--- src/rtl/execute_stage.sv ---
// Execute stage of the Processor-Z Y86-style datapath: ALU, condition codes,
// cnd evaluation and an iterative shift-add multiplier behind a valid/ready output slot.
module execute_stage (
  input  logic        clock,
  input  logic        reset,
  input  logic        in_valid,
  output logic        in_ready,
  input  logic [3:0]  icode,
  input  logic [3:0]  ifun,
  input  logic [31:0] valA,
  input  logic [31:0] valB,
  input  logic [31:0] valC,
  input  logic [3:0]  dstE_in,
  input  logic [3:0]  dstM_in,
  output logic        out_valid,
  input  logic        out_ready,
  output logic [31:0] valE,
  output logic [31:0] valA_out,
  output logic [3:0]  dstE,
  output logic [3:0]  dstM,
  output logic        cnd,
  output logic [2:0]  cc
);

  localparam int unsigned XLEN = 32;
  localparam int unsigned RW   = 4;
  localparam int unsigned CW   = 5;

  localparam logic [0:0] S_IDLE = 1'b0;
  localparam logic [0:0] S_MUL  = 1'b1;

  localparam logic [RW-1:0] REG_NONE = 4'hF;
  localparam logic [CW-1:0] MUL_LAST = 5'd31;

  localparam logic [3:0] I_RRMOVL = 4'h2;
  localparam logic [3:0] I_IRMOVL = 4'h3;
  localparam logic [3:0] I_RMMOVL = 4'h4;
  localparam logic [3:0] I_MRMOVL = 4'h5;
  localparam logic [3:0] I_OPL    = 4'h6;
  localparam logic [3:0] I_JXX    = 4'h7;
  localparam logic [3:0] I_CALL   = 4'h8;
  localparam logic [3:0] I_RET    = 4'h9;
  localparam logic [3:0] I_PUSHL  = 4'hA;
  localparam logic [3:0] I_POPL   = 4'hB;

  localparam logic [3:0] F_SUB = 4'h1;
  localparam logic [3:0] F_AND = 4'h2;
  localparam logic [3:0] F_XOR = 4'h3;
  localparam logic [3:0] F_MUL = 4'h4;

  logic [0:0]      r_state;
  logic [0:0]      w_state_nxt;
  logic [CW-1:0]   r_cnt;
  logic [XLEN-1:0] r_acc;
  logic [XLEN-1:0] r_mcand;
  logic [XLEN-1:0] r_mplier;
  logic [RW-1:0]   r_p_dste;
  logic [RW-1:0]   r_p_dstm;
  logic [XLEN-1:0] r_p_vala;

  logic            r_zf;
  logic            r_sf;
  logic            r_of;

  logic            r_out_valid;
  logic [XLEN-1:0] r_vale;
  logic [XLEN-1:0] r_vala_out;
  logic [RW-1:0]   r_dste;
  logic [RW-1:0]   r_dstm;
  logic            r_cnd;

  logic            w_slot_free;
  logic            w_accept;
  logic            w_is_mul;
  logic            w_mul_last;
  logic            w_mul_done;
  logic [XLEN-1:0] w_mul_step;
  logic [XLEN-1:0] w_sum;
  logic [XLEN-1:0] w_diff;
  logic [XLEN-1:0] w_alu_val;
  logic            w_alu_of;
  logic            w_lt;
  logic            w_cond;
  logic            w_cnd;
  logic [RW-1:0]   w_dste;

  // Handshake: the output slot frees when empty or being consumed this cycle.
  assign w_slot_free = !r_out_valid || out_ready;
  assign in_ready    = (r_state == S_IDLE) && w_slot_free;
  assign w_accept    = in_valid && in_ready;
  assign w_is_mul    = (icode == I_OPL) && (ifun == F_MUL);
  assign w_mul_last  = (r_cnt == MUL_LAST);
  assign w_mul_done  = (r_state == S_MUL) && w_mul_last && w_slot_free;
  assign w_mul_step  = r_mplier[0] ? (r_acc + r_mcand) : r_acc;

  assign out_valid = r_out_valid;
  assign valE      = r_vale;
  assign valA_out  = r_vala_out;
  assign dstE      = r_dste;
  assign dstM      = r_dstm;
  assign cnd       = r_cnd;
  assign cc        = {r_zf, r_sf, r_of};

  // Single-cycle ALU result and overflow
  always_comb begin
    w_sum     = valB + valA;
    w_diff    = valB - valA;
    w_alu_val = '0;
    w_alu_of  = 1'b0;
    case (icode)
      I_RRMOVL:          w_alu_val = valA;
      I_IRMOVL:          w_alu_val = valC;
      I_RMMOVL, I_MRMOVL: w_alu_val = valB + valC;
      I_OPL: begin
        case (ifun)
          F_SUB: begin
            w_alu_val = w_diff;
            w_alu_of  = (valB[XLEN-1] != valA[XLEN-1]) && (w_diff[XLEN-1] != valB[XLEN-1]);
          end
          F_AND:   w_alu_val = valB & valA;
          F_XOR:   w_alu_val = valB ^ valA;
          F_MUL:   w_alu_val = '0;
          default: begin
            w_alu_val = w_sum;
            w_alu_of  = (valA[XLEN-1] == valB[XLEN-1]) && (w_sum[XLEN-1] != valB[XLEN-1]);
          end
        endcase
      end
      I_CALL, I_PUSHL: w_alu_val = valB - 32'd4;
      I_RET, I_POPL:   w_alu_val = valB + 32'd4;
      default:         w_alu_val = '0;
    endcase
  end

  // Branch/move condition, evaluated on the flags before this instruction
  always_comb begin
    w_lt   = r_sf ^ r_of;
    w_cond = 1'b0;
    case (ifun)
      4'h0:    w_cond = 1'b1;
      4'h1:    w_cond = w_lt | r_zf;
      4'h2:    w_cond = w_lt;
      4'h3:    w_cond = r_zf;
      4'h4:    w_cond = !r_zf;
      4'h5:    w_cond = !w_lt;
      4'h6:    w_cond = !w_lt && !r_zf;
      default: w_cond = 1'b0;
    endcase
    w_cnd  = ((icode == I_RRMOVL) || (icode == I_JXX)) && w_cond;
    w_dste = ((icode == I_RRMOVL) && !w_cond) ? REG_NONE : dstE_in;
  end

  // Next-state logic
  always_comb begin
    w_state_nxt = r_state;
    case (r_state)
      S_IDLE:  if (w_accept && w_is_mul) w_state_nxt = S_MUL;
      S_MUL:   if (w_mul_done) w_state_nxt = S_IDLE;
      default: w_state_nxt = S_IDLE;
    endcase
  end

  always_ff @(posedge clock or posedge reset) begin
    if (reset) r_state <= S_IDLE;
    else       r_state <= w_state_nxt;
  end

  // Shift-add multiplier; parks at the last count while the output slot is busy
  always_ff @(posedge clock or posedge reset) begin
    if (reset) begin
      r_cnt    <= '0;
      r_acc    <= '0;
      r_mcand  <= '0;
      r_mplier <= '0;
      r_p_dste <= REG_NONE;
      r_p_dstm <= REG_NONE;
      r_p_vala <= '0;
    end else if (w_accept && w_is_mul) begin
      r_cnt    <= '0;
      r_acc    <= '0;
      r_mcand  <= valB;
      r_mplier <= valA;
      r_p_dste <= dstE_in;
      r_p_dstm <= dstM_in;
      r_p_vala <= valA;
    end else if (r_state == S_MUL) begin
      if (w_mul_done) begin
        r_cnt <= '0;
      end else if (!w_mul_last) begin
        r_acc    <= w_mul_step;
        r_mcand  <= {r_mcand[XLEN-2:0], 1'b0};
        r_mplier <= {1'b0, r_mplier[XLEN-1:1]};
        r_cnt    <= r_cnt + CW'(1);
      end
    end
  end

  // Result slot and condition codes
  always_ff @(posedge clock or posedge reset) begin
    if (reset) begin
      r_out_valid <= 1'b0;
      r_vale      <= '0;
      r_vala_out  <= '0;
      r_dste      <= REG_NONE;
      r_dstm      <= REG_NONE;
      r_cnd       <= 1'b0;
      r_zf        <= 1'b1;
      r_sf        <= 1'b0;
      r_of        <= 1'b0;
    end else if (w_accept && !w_is_mul) begin
      r_out_valid <= 1'b1;
      r_vale      <= w_alu_val;
      r_vala_out  <= valA;
      r_dste      <= w_dste;
      r_dstm      <= dstM_in;
      r_cnd       <= w_cnd;
      if (icode == I_OPL) begin
        r_zf <= (w_alu_val == '0);
        r_sf <= w_alu_val[XLEN-1];
        r_of <= w_alu_of;
      end
    end else if (w_mul_done) begin
      r_out_valid <= 1'b1;
      r_vale      <= w_mul_step;
      r_vala_out  <= r_p_vala;
      r_dste      <= r_p_dste;
      r_dstm      <= r_p_dstm;
      r_cnd       <= 1'b0;
      r_zf        <= (w_mul_step == '0);
      r_sf        <= w_mul_step[XLEN-1];
      r_of        <= 1'b0;
    end else if (out_ready) begin
      r_out_valid <= 1'b0;
    end
  end

endmodule
--- config.mk ---
export PLATFORM = sky130hd
export DESIGN_NAME = execute_stage
export DESIGN_NICKNAME = d
export VERILOG_FILES = /design/src/rtl/execute_stage.sv
export SDC_FILE = /design/constraint.sdc
export NUM_CORES = 1
export LEC_CHECK = 0
export ABC_AREA = 1
export CORE_MARGIN = 2
export CORE_UTILIZATION = 30
export CTS_CLUSTER_SIZE = 14
export DETAILED_ROUTE_END_ITERATION = 16
export PLACE_DENSITY_LB_ADDON = 0.08
export SLEW_MARGIN = 25
export SYNTH_ARGS = -nofsm -noshare
export SYNTH_HDL_FRONTEND = slang
export SYNTH_SLANG_ARGS = --single-unit
--- constraint.sdc ---
create_clock -name clock -period 20.4 [get_ports clock]
set_input_delay 4.08 -clock clock [delete_from_list [all_inputs] [get_ports clock]]
set_output_delay 4.08 -clock clock [all_outputs]
set_load 0.01 [all_outputs]
-- Yosys cells after proc, flatten, opt, wreduce, memory -nomap -nowiden
Index checks and enable logic that the tools add are counted.
- mux-type cells: 46
- reduce and logical (&&, ||, !) cells: 32
- add/sub/neg operators: 7
- bitwise operators: 5
- eq/ne operators: 25
- operators with widths (kind ; number):
    $mux 32 ; 17
    $pmux 32 s6 ; 1
    $pmux 32 s4 ; 1
    $add 32x32->32 ; 3
    $logic_not 32->1 ; 2
    $add 32x3->32 const B ; 1
    $and 32x32->32 ; 1
    $sub 32x3->32 const B ; 1
    $sub 32x32->32 ; 1
    $xor 32x32->32 ; 1
    $eq 4x3->1 const B ; 7
    $mux 4 ; 5
    $mux 5 ; 4
    $eq 4x2->1 const B ; 4
    $eq 4x4->1 const B ; 4
    $mux 1 ; 15
    $logic_and 1x1->1 ; 12
    $pmux 1 s7 ; 1
    $reduce_or 2->1 ; 3
    $add 5x1->5 const B ; 1
    $eq 5x5->1 const B ; 1
    $logic_not 1->1 ; 5
    $eq 4x1->1 const B ; 1
    $logic_not 4->1 ; 1
    other kinds (15) ; 22
- output and inout bits: 78
- register bits after elaboration: 219
- input bits: 116
- word-level logic and storage cells: 132

-- Depth between registers and ports, before layout
- depth in word-level cells: 8
- mapped depth: 25

-- Worst setup path before layout
Ideal clock, no wire load.
- path type: input port to output port
- start point: in out_ready
- end point: out in_ready
- arrival: 4415 ps
- path slack: 11905 ps
- path buffers: 0
- cell stages on the path: 4
- required time: 16320 ps
- cell sequence: inv_1 > nand2_1 > inv_1 > nor2_1
- longest elaborated chain between the ends: 2
- RTL lines (what ; RTL line ; source):
    start: declaration ; 16 ; input logic out_ready,
    $logic_or 1x1->1 ; 88 ; assign w_slot_free = !r_out_valid || out_ready;
    $logic_and 1x1->1 ; 89 ; assign in_ready = (r_state == S_IDLE) && w_slot_free;
    end: declaration ; 7 ; output logic in_ready,
Every way passes these cells.

-- Worst setup path in the final report
Ends and elaborated chain as after synthesis.

==> results.yml <==
critical_path:
  path_class: "primary input to output pin"
  path_max_fanout: 3
  worstPathCellList: "clkdlybuf4s50_1 > inv_1 > nand2_1 > inv_1 > nor2_1 > clkdlybuf4s50_1"
  critPathMaxStageDelay_ns: 0.55
  arrival_ns: 5.41
  start_kind: "primary input"
  critPathRequiredTime_ns: 16.32
  slowest_stage: "clkdlybuf4s50_1"
  ff2ff_path_depth: 11
  worstSetupEndpointType: "output pin"
yosys:
  syn_area_mm2: 0.0216
  synth_nets: 3763
  synth_edf_count: 0
  synth_cell_types: 55
  ys_seq_area_share_pct: 25.4
  avgSynthCellArea_um2: 6.16
  synth_ff_type: "dfrtp_1"
  ys_seq_elements: 219
  postSynth.asyncResetShare_pct: 100
  synth_warnings: 0
  syn-instance-count: 3513
sta:
  hold_violations: 0
  fin_hold_ws_ns: 0.468
  slew_viol_final: 0
  fin_crit_ns: 9.49
  finClkSkew_ns: 0.0153
  grt_setup_unrepaired: "no"
  fin_setup_tns_ns: 0
  tightestPinTransition_ns: 1.01
  final.period_utilization_pct: 46.5
  setup_viol: 0
  relSlewSlack_pct: 32.5
  worst_slack_ns: 10.91
  clock.fmax_mhz: 105
finish:
  instances_no_fill: 4618
  fin_nets: 3895
  layout_common_cells: "nand2_1, inv_1, nand3_1"
  fin_util_pct: 35.6
  num_antenna_cells: 0
  syn_to_final_growth_pct: 17.5
  nFillCells: 8008
  layout-drive-gt1-share_pct: 3.71
  fin_area_mm2: 0.0254
  final_common_cell: "nand2_1"
run_status:
  status: "completed"
placed_design:
  placed_area_mm2: 0.0244
  dpl.hpwl_um: 76700
  pre_cts_slack_ns: 10.90
  gp_congestion: 0.932
  port_buffers: 193
  place_inst: 4562
cts:
  clk_pin_slew_ns: 0.06
  cts_resized: 0
  cts_made_buffers: 31
  cts_max_level: 1
  hold_buffers: 0
  clock_sinks: 219
  cts_setup_buffers: 0
  clock_latency_ns: 0.62
  cts_root_buf: "clkbuf_16"
  cts_tree: "done"
  clockBufferDepth: 3
worst_hold_path:
  hp-class: "flop to flop"
  hold_depth: 2
run:
  drv_cap: 0
floorplan:
  io-pin-count: 194
  die_x_um: 273
  die_y_um: 273
  rows: 98
  core-area_mm2: 0.0715
  dieArea_mm2: 0.0743
  initial_utilization_pct: 30.3
power_and_ir_drop:
  fin_total_pwr_mw: 1.92
  cellPowerDensity_mw_per_mm2: 75.4
  peakVddDrop_mv: 0.0679
  p_leak_nw: 12.2
route:
  viasPerCell: 5.23
  ant_nets: 0
  first_iter_violations: 1601
  vias: 24100
  wl_um: 95700
  firstDrtPassIters: 5
  wl_per_cell_um: 20.7
  drc: 0
global_routing:
  antenna_found_initial: 0
  grt_pass1_wl_um: 144000
  track_usage_pct: 25.2
  grt_pass1_vias: 23700
  grt_start_max_net_pins: 99
  overflow: 0
-- worst max-delay path: cells and delay by family --
kind,cells,cell delay [ns]
buffers and inverters,4,1.10
AND/OR/NAND/NOR,2,0.23
-- state kept, by name, summed over array words and instances, names as in the netlist, 4 cells and up --
register	flops
r_acc	32
r_mcand	32
r_mplier	32
r_p_vala	32
valA_out	32
valE	32
r_cnt	5
dstE	4
dstM	4
r_p_dste	4
r_p_dstm	4
-- area by class of cell --
cell class	instances	area (µm²)	area share, %
clock inverter	10	108	0.423
tap	950	1190	4.68
inverter	506	1910	7.52
sequential	219	5500	21.6
multi-input combinational	2674	13700	54.1
timing repair buffer	213	2080	8.19
clock buffer	46	882	3.47
-- metal layers --
layer	global-route usage, %	vias up	share of wire, %
met5	0	-	0
met2	43.8	610	48
met3	1.99	143	3.9
met1	33.1	11400	44
li1	-	11900	-
met4	8.14	0	3.5
-- cells by family (layout without fill, tap and decap cells) --
| family | Yosys count | count (layout) | share of synthesized area [%] |
|---|---|---|---|
| xor+xnor | 22 | 22 | 0.925 |
| compound gates | 600 | 600 | 17.2 |
| flops | 219 | 219 | 25.4 |
| mux | 2 | 2 | 0.0925 |
| buf+inv | 620 | 775 | 11.2 |
| fa+ha+maj | 134 | 134 | 7.89 |
| simple gates | 1916 | 1916 | 37.2 |
-- cells in the mapped netlist, types with 12 or more instances --
cell,number,share of area (%)
xor2_1,13,0.53
inv_1,492,8.5
a41oi_1,22,0.89
a21oi_1,164,3.8
a221oi_1,24,0.97
nand2_1,1074,19
nand3b_1,19,0.66
o221ai_1,92,3.7
clkbuf_1,66,1.1
o21bai_1,12,0.42
dfstp_2,17,2.1
nand3_1,366,8.5
o211ai_1,37,1.3
nor2_1,321,5.6
nand2_2,13,0.38
ha_1,130,7.5
nor3_1,31,0.72
nand4_1,64,1.9
dfrtp_1,202,23
buf_2,28,0.65
o21ai_0,201,4.6
o22ai_1,14,0.40
-- worst paths after layout --
path	from	end	slack (ns)
min reg2reg	r_p_dste[3]	r_p_dste[3]	0.47
max	out_ready	in_ready	10.91
max reg2reg	r_cnt[0]	valE[26]	16.67
max in group asynchronous	reset	r_p_vala[22]	15.04
min in group asynchronous	reset	out_valid	3.99
min	r_p_dste[3]	r_p_dste[3]	0.47
-- where the power goes --
| part | internal, mW | total, mW | leakage (nW) | switching, mW |
|---|---|---|---|---|
| Sequential | 0.505 | 0.553 | 2.60 | 0.0486 |
| Clock | 0.311 | 0.535 | 0.482 | 0.224 |
| Combinational | 0.284 | 0.829 | 9.16 | 0.545 |
(Power assumes the default switching activity.)
